--- config.mk ---
export PLATFORM = sky130hd
export DESIGN_NAME = count_seq_monitor
export DESIGN_NICKNAME = d
export VERILOG_FILES = /design/src/rtl/count_seq_pkg.sv /design/src/rtl/count_seq_monitor_bcd_digit_counter.sv /design/src/rtl/count_seq_monitor.sv
export SDC_FILE = /design/constraint.sdc
export NUM_CORES = 1
export LEC_CHECK = 0
export ABC_AREA = 1
export CORE_UTILIZATION = 52
export DETAILED_ROUTE_END_ITERATION = 7
export PLACE_DENSITY_LB_ADDON = 0.15
export REMOVE_ABC_BUFFERS = 1
export SETUP_SLACK_MARGIN = 0.4
export SLEW_MARGIN = 20
export SYNTH_ARGS = -nofsm -noshare
export SYNTH_HDL_FRONTEND = slang
export SYNTH_SLANG_ARGS = --single-unit
--- constraint.sdc ---
create_clock -name clk -period 4.5 [get_ports clk]
set_input_delay 0.675 -clock clk [delete_from_list [all_inputs] [get_ports clk]]
set_output_delay 0.675 -clock clk [all_outputs]
set_load 0.01 [all_outputs]
--- src/rtl/count_seq_pkg.sv ---
// count_seq_pkg
//   Shared definitions for the count sequence monitor.
//   - state_e : monitor FSM encodings (2'd3 is unused and recovers to idle)
//   - BCD_MAX : largest value of one BCD decade
package count_seq_pkg;

  typedef enum logic [1:0] {
    ST_IDLE  = 2'd0,
    ST_TRACK = 2'd1,
    ST_ERROR = 2'd2
  } state_e;

  localparam logic [3:0] BCD_MAX = 4'd9;

endpackage

--- src/rtl/count_seq_monitor_bcd_digit_counter.sv ---
// bcd_digit_counter
//   One decade of a packed-BCD tally. The digit advances on inc and rolls
//   9 -> 0, raising carry in the same cycle so decades can be chained
//   without adding latency.
// Ports
//   clk   in  1  clock, posedge
//   rst   in  1  synchronous active-low reset
//   inc   in  1  advance this digit by one
//   digit out 4  registered decade value 0..9
//   carry out 1  inc while digit is 9 (rolls the next decade)
module bcd_digit_counter
  import count_seq_pkg::*;
(
  input  logic       clk,
  input  logic       rst,
  input  logic       inc,
  output logic [3:0] digit,
  output logic       carry
);

  logic [3:0] digit_r;

  // Decade register: clear on reset, advance with 9 -> 0 rollover.
  always_ff @(posedge clk) begin
    if (!rst) begin
      digit_r <= 4'd0;
    end else if (inc) begin
      if (digit_r == BCD_MAX) begin
        digit_r <= 4'd0;
      end else begin
        digit_r <= digit_r + 4'd1;
      end
    end else begin
      digit_r <= digit_r;
    end
  end

  assign digit = digit_r;
  assign carry = inc && (digit_r == BCD_MAX);

endmodule

--- src/rtl/count_seq_monitor.sv ---
// count_seq_monitor
//   Watches a free-running modulo counter. Each qualified sample must equal
//   the previous sample + 1 (mod MODULUS); a skip, stall or out-of-range
//   value raises a one-cycle mismatch and sets err. Clean MODULUS-1 -> 0
//   transitions pulse wrap_pulse and advance a packed-BCD wrap tally.
// Optional feature (macro COUNT_SEQ_MONITOR_RESYNC_EN)
//   defined   : in ERROR the next valid sample is taken as a new reference
//               (unchecked), err clears and tracking resumes.
//   undefined : ERROR is sticky until reset; samples are ignored.
// Ports
//   clk        in  1              clock, posedge
//   rst        in  1              synchronous active-low reset
//   count      in  WIDTH          observed counter value
//   valid      in  1              count is a fresh sample this cycle
//   wraps_bcd  out 4*WRAP_DIGITS  BCD wrap tally, digit 0 in [3:0]
//   wrap_pulse out 1              one cycle per detected wrap
//   mismatch   out 1              one cycle per failed check
//   err        out 1              error status
//   state      out 2              FSM state (0 idle, 1 track, 2 error)
module count_seq_monitor
  import count_seq_pkg::*;
#(
  parameter int WIDTH       = 4,
  parameter int MODULUS     = 16,
  parameter int WRAP_DIGITS = 2
) (
  input  logic                     clk,
  input  logic                     rst,
  input  logic [WIDTH-1:0]         count,
  input  logic                     valid,
  output logic [4*WRAP_DIGITS-1:0] wraps_bcd,
  output logic                     wrap_pulse,
  output logic                     mismatch,
  output logic                     err,
  output logic [1:0]               state
);

  localparam logic [WIDTH-1:0] MAX_VAL = WIDTH'(MODULUS - 1);
  localparam logic [WIDTH:0]   MOD_W   = (WIDTH + 1)'(MODULUS);

  state_e           state_r;
  logic [WIDTH-1:0] prev_r;

  logic [WIDTH-1:0] expected_s;
  logic             at_max_s;
  logic             in_range_s;
  logic             match_s;
  logic             wrap_s;

  logic [WRAP_DIGITS:0] chain_s;
  logic                 tally_carry_unused_s;

  // Compare the incoming sample against the value the counter should show next.
  always_comb begin
    expected_s = '0;
    at_max_s   = 1'b0;
    if (prev_r == MAX_VAL) begin
      expected_s = '0;
      at_max_s   = 1'b1;
    end else begin
      expected_s = prev_r + WIDTH'(1);
      at_max_s   = 1'b0;
    end
    // extra top bit keeps MODULUS == 2**WIDTH representable
    in_range_s = ({1'b0, count} < MOD_W);
    match_s    = in_range_s && (count == expected_s);
    if (valid && (state_r == ST_TRACK) && match_s && at_max_s) begin
      wrap_s = 1'b1;
    end else begin
      wrap_s = 1'b0;
    end
  end

  // Monitor FSM with reference register and registered status outputs.
  always_ff @(posedge clk) begin
    if (!rst) begin
      state_r    <= ST_IDLE;
      prev_r     <= '0;
      wrap_pulse <= 1'b0;
      mismatch   <= 1'b0;
      err        <= 1'b0;
    end else begin
      wrap_pulse <= 1'b0;
      mismatch   <= 1'b0;
      case (state_r)
        ST_IDLE: begin
          if (valid) begin
            // first sample only seeds the reference, unless it is illegal
            prev_r <= count;
            if (in_range_s) begin
              state_r <= ST_TRACK;
            end else begin
              state_r  <= ST_ERROR;
              mismatch <= 1'b1;
              err      <= 1'b1;
            end
          end else begin
            state_r <= ST_IDLE;
          end
        end
        ST_TRACK: begin
          if (valid) begin
            prev_r <= count;
            if (match_s) begin
              wrap_pulse <= at_max_s;
            end else begin
              state_r  <= ST_ERROR;
              mismatch <= 1'b1;
              err      <= 1'b1;
            end
          end else begin
            state_r <= ST_TRACK;
          end
        end
        ST_ERROR: begin
`ifdef COUNT_SEQ_MONITOR_RESYNC_EN
          if (valid) begin
            // take this sample as the new reference without checking it
            prev_r  <= count;
            err     <= 1'b0;
            state_r <= ST_TRACK;
          end else begin
            state_r <= ST_ERROR;
          end
`else
          // sticky until reset; samples are ignored
          state_r <= ST_ERROR;
`endif
        end
        default: begin
          state_r <= ST_IDLE;
        end
      endcase
    end
  end

  assign state = state_r;

  // Wrap tally: digit 0 advances on a clean wrap, carries ripple upward.
  assign chain_s[0] = wrap_s;

  for (genvar i = 0; i < WRAP_DIGITS; i++) begin : g_digit
    bcd_digit_counter u_digit (
      .clk   (clk),
      .rst   (rst),
      .inc   (chain_s[i]),
      .digit (wraps_bcd[4*i +: 4]),
      .carry (chain_s[i+1])
    );
  end

  // carry out of the top decade: the tally silently rolls over to zero
  assign tally_carry_unused_s = chain_s[WRAP_DIGITS];

endmodule
# [Word-level counts from Yosys, hierarchy flattened]
# Cells that the tools add are included.
[word_totals] ff_bits=17 in_bits=7 out_inout_bits=13 word_cells=38
[op_classes] add_sub_neg=3 eq_ne=7 muxes=10 bitwise=1 n_reduce_logical=10
[op_table] op="adder 4 x 1 -> 4 bit (second input constant)" count=3
[op_table] op="== test 4 bit (second input constant)" count=3
[op_table] op="2-to-1 mux 4 bit" count=3
[op_table] op="one-hot mux 2 bit (3 select lines)" count=1
[op_table] op="AND reduction 3 bit" count=2
[op_table] op="== test 4 bit" count=1
[op_table] op="logical AND 1 bit" count=4
[op_table] op="2-to-1 mux 1 bit" count=4
[op_table] op="2-to-1 mux 2 bit" count=2
[op_table] op="AND reduction 4 bit" count=1
[op_table] op="inequality test 3 bit (second input constant)" count=1
[op_table] op="== test 2 x 1 -> 1 bit (second input constant)" count=1
[op_table] op="== test 2 bit (second input constant)" count=1
[op_table] op="zero test 2 bit" count=1
[op_table] op="AND reduction 2 bit" count=1
[op_table] op="OR reduction 2 bit" count=1
[op_table] op="NOT 1 bit" count=1

# [Longest topological paths before layout]
# Gate-level depths: netlist of run 1.
[depth] word_depth=7 mapped_depth=13 ltp_nobuf=13

# [Hierarchy]
# A second synthesis of run 1 with hierarchy kept.
[hier_totals] cells_unflattened=122 area_unflattened_um2=869.6
[by_module_without_submodules] mod="count_seq_monitor" instances=1 cells_each=70 area_each_um2=506.7 seq_area_each_um2=180.2
[by_module_without_submodules] mod="bcd_digit_counter" instances=2 cells_each=26 area_each_um2=181.4 seq_area_each_um2=80.1

# [Least setup slack after synthesis of run 1]
# OpenSTA, ideal clock, no wires.
[synth_timing] kind="in2reg" startpoint="input count[1]" endpoint="register g_digit[1].u_digit.digit_r[1]" setup_time_ns=0.114 t_arrival_ns=1.525 required_ns=4.386 setup_slack_ns=2.861 stages=8 path_buffers=0 cell_sequence="xnor2_1 > nand3_1 > nor2_2 > nand3_2 > nor2_4 > nand3_1 > nand3_1 > nand2_1"
[synth_between] elab_chain_cells=5
[synth_lines] element="start, declared" line="count_seq_monitor.sv:29" source="input logic [WIDTH-1:0] count,"
[synth_lines] element="== test 4 bit" line="count_seq_monitor.sv:66" source="match_s = in_range_s && (count == expected_s);"
[synth_lines] element="logical AND 1 bit (2 in a row)" line="count_seq_monitor.sv:67" source="if (valid && (state_r == ST_TRACK) && match_s && at_max_s) begin"
[synth_lines] element="2-to-1 mux 1 bit" line="count_seq_monitor.sv:67"
[synth_lines] element="logical AND 1 bit" line="count_seq_monitor_bcd_digit_counter.sv:39" source="assign carry = inc && (digit_r == BCD_MAX);"
[synth_lines] element="end signal, assigned" line="count_seq_monitor_bcd_digit_counter.sv:31" source="digit_r <= digit_r + 4'd1;"
[synth_lines] element="end signal, assigned" line="count_seq_monitor_bcd_digit_counter.sv:34" source="digit_r <= digit_r;"
[synth_lines] element="end, declared" line="count_seq_monitor_bcd_digit_counter.sv:21" source="logic [3:0] digit_r;"
# Every way passes these cells.
# A chain may end at the register's enable or synchronous reset.

# [Worst setup path after layout of run 1]
[layout_timing] startpoint="register g_digit[1].u_digit.digit_r[1]" endpoint="output wraps_bcd[5]"
[layout_rtl] element="end, declared" line="count_seq_monitor.sv:31" source="output logic [4*WRAP_DIGITS-1:0] wraps_bcd,"
# No word-level cell between the ends.

==> results.yml, run 1 <==
run_status:
  status: "completed"
synth:
  synth_compound_area_frac: 0.109
  synthXorXnorAreaFrac: 0.0397
  ys_types: 22
  synth_top_family_by_area: "simple AND/OR/NAND/NOR gates"
  muxShareOfSynthArea: 0
  syn_inst: 131
  yosysSeqAreaShare: 0.385
  yosys_warnings: 0
  syn-cell-area_um2: 883
  syn_avg_cell_area_um2: 6.74
  ys_top_cells_by_count: "32 x nand2_1, 23 x inv_1, 17 x dfxtp_1"
  synth_top_area_frac: 0.385
  netlist_top_cells_area: "dfxtp_1 39%, nand2_1 14%, inv_1 9.8%"
  async_reset_ff_frac: 0
  synthSimpleGateAreaFrac: 0.350
  synth_edf_count: 0
  ys.flop_type: "dfxtp_1"
  yosys.cell_count.top_type: "nand2_1"
  ys_ff_latch: 17
  yosysTopAreaCell: "dfxtp_1"
  synthAdderAreaFrac: 0.0142
clocking:
  cts_sinks: 17
  ctsResizeCount: 0
  cts_buffers: 3
  clk_latency_ps: 290
  cts_tree: "yes"
  max-clock-path-buffers: 2
  cts-root-buf: "clkbuf_4"
  post_cts.repair.setup_buffers: 0
  clk_pin_slew_worst_paths_ps: 90
  holdBufCountCts: 0
  cts_max_level: 1
worst_setup_path:
  crit_start: "g_digit[1].u_digit.digit[1]"
  timing.rr.start: "prev_r[0]"
  worst_r2r_path_depth: 13
  cp.required_ps: 3830
  path_buf_inv: 1
  crit_path_end_kind: "primary output"
  path_class: "flop to primary output"
  max_stage_delay_ps: 570
  path_max_fanout: 5
  crit_chain: "clkdlybuf4s50_1"
  cp-start-kind: "flop"
  path_depth: 1
  cp_slowest_cell: "clkdlybuf4s50_1"
  r2r-end: "g_digit[1].u_digit.digit[1]"
  crit_family: "buffers and inverters"
  endpoint: "wraps_bcd[5]"
  regToRegSetupSlack_ps: 2730
  arrival_ps: 1280
drt:
  avgViaCountPerCell: 5.23
  ant_nets: 0
  drt_iter0_markers: 21
  wirelength_mm: 1.81
  dr.pass1.iters: 4
  drc_errors: 0
  vias: 884
  wl_per_cell_um: 10.7
floorplan:
  dieArea_mm2: 0.00187
  fp-row-count: 14
  coreArea_mm2: 0.00154
  die_x_um: 43.2
  start_util: 0.573
  die_h_um: 43.2
  ioPinCount: 20
run:
  drv_cap: 0
power:
  intPower_mw: 0.211
  leakagePower_nw: 0.481
  seq_power_share: 0.562
  swShare: 0.265
  switchingPower_mw: 0.0759
  pwr-share-clk: 0.282
  ir_drop_v: 0.000223
  power_density_mw_per_mm2: 257
  pwr-share-comb: 0.156
  p_total_mw: 0.287
timing:
  skew_ps: 6.05
  slew_headroom: 0.575
  period_needed_ps: 1950
  whs_ps: 466
  setup_violations: 0
  tns_ps: 0
  grt_setup_unrepaired: "no"
  hold_violations: 0
  fin_crit_sh: 0.434
  worst_pin_slew_ps: 633
  fmax_ghz: 0.512
  report.final.slew_viol_count: 0
placement:
  dpl.cell_count: 165
  hpwl_mm: 1.40
  routabilityCongestion: 0.842
  io_buffers: 19
global_route:
  grt_pass1_wl_mm: 2.95
  grt_max_degree: 13
  track_usage: 0.209
  grt_pass1_vias: 709
  grt_antenna_before_repair: 0
  overflow: 0
cells_and_area:
  fillers: 132
  drive_gt1_frac: 0.0588
  nNetsFinal: 162
  antenna_cells: 0
  ff_latch_area_um2: 340
  multiInputGateArea_um2: 453
  final_util: 0.724
  final_cells: 169
  syn_to_final_growth_pct: 26.3
min_path:
  hp-start: "err"
  hold_path_class: "flop to flop"
[layer usage]
metal | part of all wire | track usage
met1 | 0.47 | 0.284
met2 | 0.47 | 0.319
met3 | 0.044 | 0.0383
met4 | 0.020 | 0.0909
met5 | 0 | 0
[cell type report]
| type | count | share of cell area |
|---|---|---|
| clock buffers | 4 | 0.0235 |
| inverters | 23 | 0.0774 |
| well taps | 16 | 0.0179 |
| repair buffers | 19 | 0.170 |
| flip-flops and latches | 17 | 0.305 |
| multi-input cells | 90 | 0.406 |
[stage by stage]
step	instance area [um^2]	worst slack, ps
2_1_floorplan	880	2860
3_3_place_gp	1090	2300
3_5_place_dp	1090	2230
4_1_cts	1120	2540
5_1_grt	1120	2400
6_report	1120	2550
[worst min path at each step]
| stage | end | slack (ps) | cells after the start |
|---|---|---|---|
| global route | err | 500 | 1 |
| floorplan | state[0] | 490 | 1 |
| detailed placement | err | 450 | 1 |
| global placement | err | 440 | 1 |
| CTS | state[0] | 470 | 1 |
| finish | err | 470 | 1 |
[state kept, by name (all words and copies together) (netlist names)]
| register | flops |
|---|---|
| wrap_pulse | 1 |
| state | 2 |
| mismatch | 1 |
| g_digit.u_digit.digit | 8 |
| err | 1 |
| prev_r | 4 |
[logic make-up after synthesis]
family / Yosys count
adder cells (fa/ha/maj): 1
flip-flops: 17
buffers and inverters: 24
XOR/XNOR: 4
AO/OA/AOI/OAI: 18
AND/OR/NAND/NOR: 67
[layout by cell type, fill, tap and decap left out, types with 2 or more instances in the layout]
cell type	count
xnor2_1	2
clkdlybuf4s50_1	19
nand2_1	32
xor2_1	2
nand3_1	14
inv_1	23
nor2_2	2
nand4_1	3
a21oi_1	8
clkbuf_4	3
nand3_2	2
nor2_1	9
o21ai_0	6
nor3_1	2
dfxtp_1	17
[power groups by stage]
stage               sequential (mW)  clock, mW  combinational (mW)
finish                        0.161     0.0808              0.0448
global route                  0.162     0.0880              0.0500
CTS                           0.161     0.0842              0.0449
detailed placement            0.165          0              0.0447
global placement              0.165          0              0.0436
floorplan                     0.165          0              0.0263
Note: power is estimated with default switching activity, not from simulation.
==> inputs of run 2 (changes only) <==
--- a/config.mk
+++ b/config.mk
@@ -6,7 +6,7 @@
 export NUM_CORES = 1
 export LEC_CHECK = 0
 export ABC_AREA = 1
-export CORE_UTILIZATION = 52
+export CORE_UTILIZATION = 43
 export DETAILED_ROUTE_END_ITERATION = 7
 export PLACE_DENSITY_LB_ADDON = 0.15
 export REMOVE_ABC_BUFFERS = 1
==> constraint.sdc (replaced) <==
create_clock -name clk -period 1.62 [get_ports clk]
set_input_delay 0.243 -clock clk [delete_from_list [all_inputs] [get_ports clk]]
set_output_delay 0.243 -clock clk [all_outputs]
set_load 0.01 [all_outputs]
==> results.yml, run 2 (synthesized netlist as in run 1, its figures left out) <==
cells_and_area:
  final_util: 0.700
  final_cell_area_mm2: 0.00136
  antenna_cells: 0
  layout_common_cells: "20 x nand2_1, 20 x inv_1, 11 x nand2_2, 11 x dfxtp_2, 10 x buf_4"
  nNetsFinal: 173
  largest_reg_flops: 8
  syn_to_final_growth_pct: 54.0
  drive_gt1_frac: 0.354
  final_cells: 191
worst_setup_path:
  arrival_ps: 1800
  max_stage_delay_ps: 350
  path_class: "flop to flop"
  r2r-end: "g_digit[1].u_digit.digit[0]"
  crit_chain: "ha_4, xnor2_4, nand3_2, nor2_4, nand3_4, nor2_4, nand3_2, nand2_1, nor2_1"
  path_max_fanout: 5
  timing.rr.start: "prev_r[1]"
  regToRegSetupSlack_ps: 0.8
  worst_r2r_path_depth: 9
  cp.required_ps: 1800
  cp_slowest_cell: "dfxtp_2"
  crit_path_end_kind: "flop"
  cp-start-kind: "flop"
drt:
  vias: 963
  dr.pass1.iters: 3
  ant_nets: 0
  drt_iter0_markers: 9
  wirelength_mm: 2.29
  wl_per_cell_um: 12.0
  avgViaCountPerCell: 5.04
  drc_errors: 0
timing:
  slew_headroom: 0.830
  setup_ws_ps: 0.806
  whs_ps: 450
  grt_setup_unrepaired: "yes"
  skew_ps: 0.879
  report.final.slew_viol_count: 0
  worst_pin_slew_ps: 253
  period_needed_ps: 1620
  hold_violations: 0
  fin_crit_sh: 1.00
  tns_ps: 0
  setup_violations: 0
  fmax_ghz: 0.618
floorplan:
  coreArea_mm2: 0.00194
  die_h_um: 47.3
  ioPinCount: 20
  fp-row-count: 16
  die_x_um: 47.3
  start_util: 0.455
  dieArea_mm2: 0.00224
placement:
  placed_area_mm2: 0.00117
  hpwl_mm: 1.49
  io_buffers: 19
  routabilityCongestion: 0.820
  place_ws_ps: -163
  dpl.cell_count: 185
run:
  drv_cap: 0
global_route:
  grt_pass1_wl_mm: 3.40
  track_usage: 0.221
  grt_max_degree: 12
  overflow: 0
  grt_antenna_before_repair: 0
  grt_pass1_vias: 828
clocking:
  holdBufCountCts: 0
  max-clock-path-buffers: 2
  clk_latency_ps: 290
  cts_tree: "yes"
  clk_pin_slew_worst_paths_ps: 90
  cts_buffers: 3
  cts-root-buf: "clkbuf_4"
  cts_max_level: 1
  cts_sinks: 17
power:
  p_total_mw: 0.871
  power_density_mw_per_mm2: 640
  leakagePower_nw: 0.626
  ir_drop_v: 0.000495
run_status:
  status: "completed"
min_path:
  hold_path_class: "flop to flop"
  holdPathStages: 1
  hp-start: "state[1]"
  holdPathEnd: "state[0]"
run 2: cell type report:
class	count	area [um^2]
Inverter	23	86.3
Sequential cell	17	354
Clock buffer	4	26.3
Tap cell	27	33.8
Timing Repair Buffer	29	258
Fill cell	179	582
Multi-Input combinational cell	91	602
run 2: how the worst max path moves through the flow:
stage | slack, ps | endpoint | from
final | 0.8 | g_digit[1].u_digit.digit[0] | prev_r[1]
after global routing | -60 | g_digit[1].u_digit.digit[0] | prev_r[1]
after CTS | 30 | g_digit[1].u_digit.digit[1] | prev_r[0]
after detailed placement | -160 | g_digit[1].u_digit.digit[1] | count[1]
after global placement | -110 | g_digit[1].u_digit.digit[1] | count[1]
after floorplan | 50 | g_digit[1].u_digit.digit[1] | prev_r[0]
run 2: what timing repair did:
item,4_1_cts,5_1_grt
cloned,1,0
resized for setup,40,23
endpoints found under the setup margin,26,20
pin swaps,9,9
setup buffers,1,0
run 2: per-layer routing:
layer | GRT usage | wire length [um] | vias to the layer above | share of wire
li1 | - | - | 484 | -
met1 | 0.261 | 1010 | 459 | 0.44
met2 | 0.378 | 1170 | 16 | 0.51
met3 | 0.0692 | 77 | 4 | 0.034
met4 | 0.0686 | 27 | 0 | 0.012
met5 | 0 | 0 | - | 0
run 2: worst max-delay path: cells and delay by family (launching register included):
family | cells | cell delay, ps
AND/OR/NAND/NOR | 7 | 740
XOR/XNOR | 1 | 160
adder cells (fa/ha/maj) | 1 | 260
flip-flops | 1 | 350
run 2: report_power, final:
part	switching, mW	leakage (nW)	total, mW	internal, mW
combinational	0.105	0.468	0.198	0.0931
sequential	0.0177	0.143	0.453	0.435
clock	0.124	0.0150	0.220	0.0959
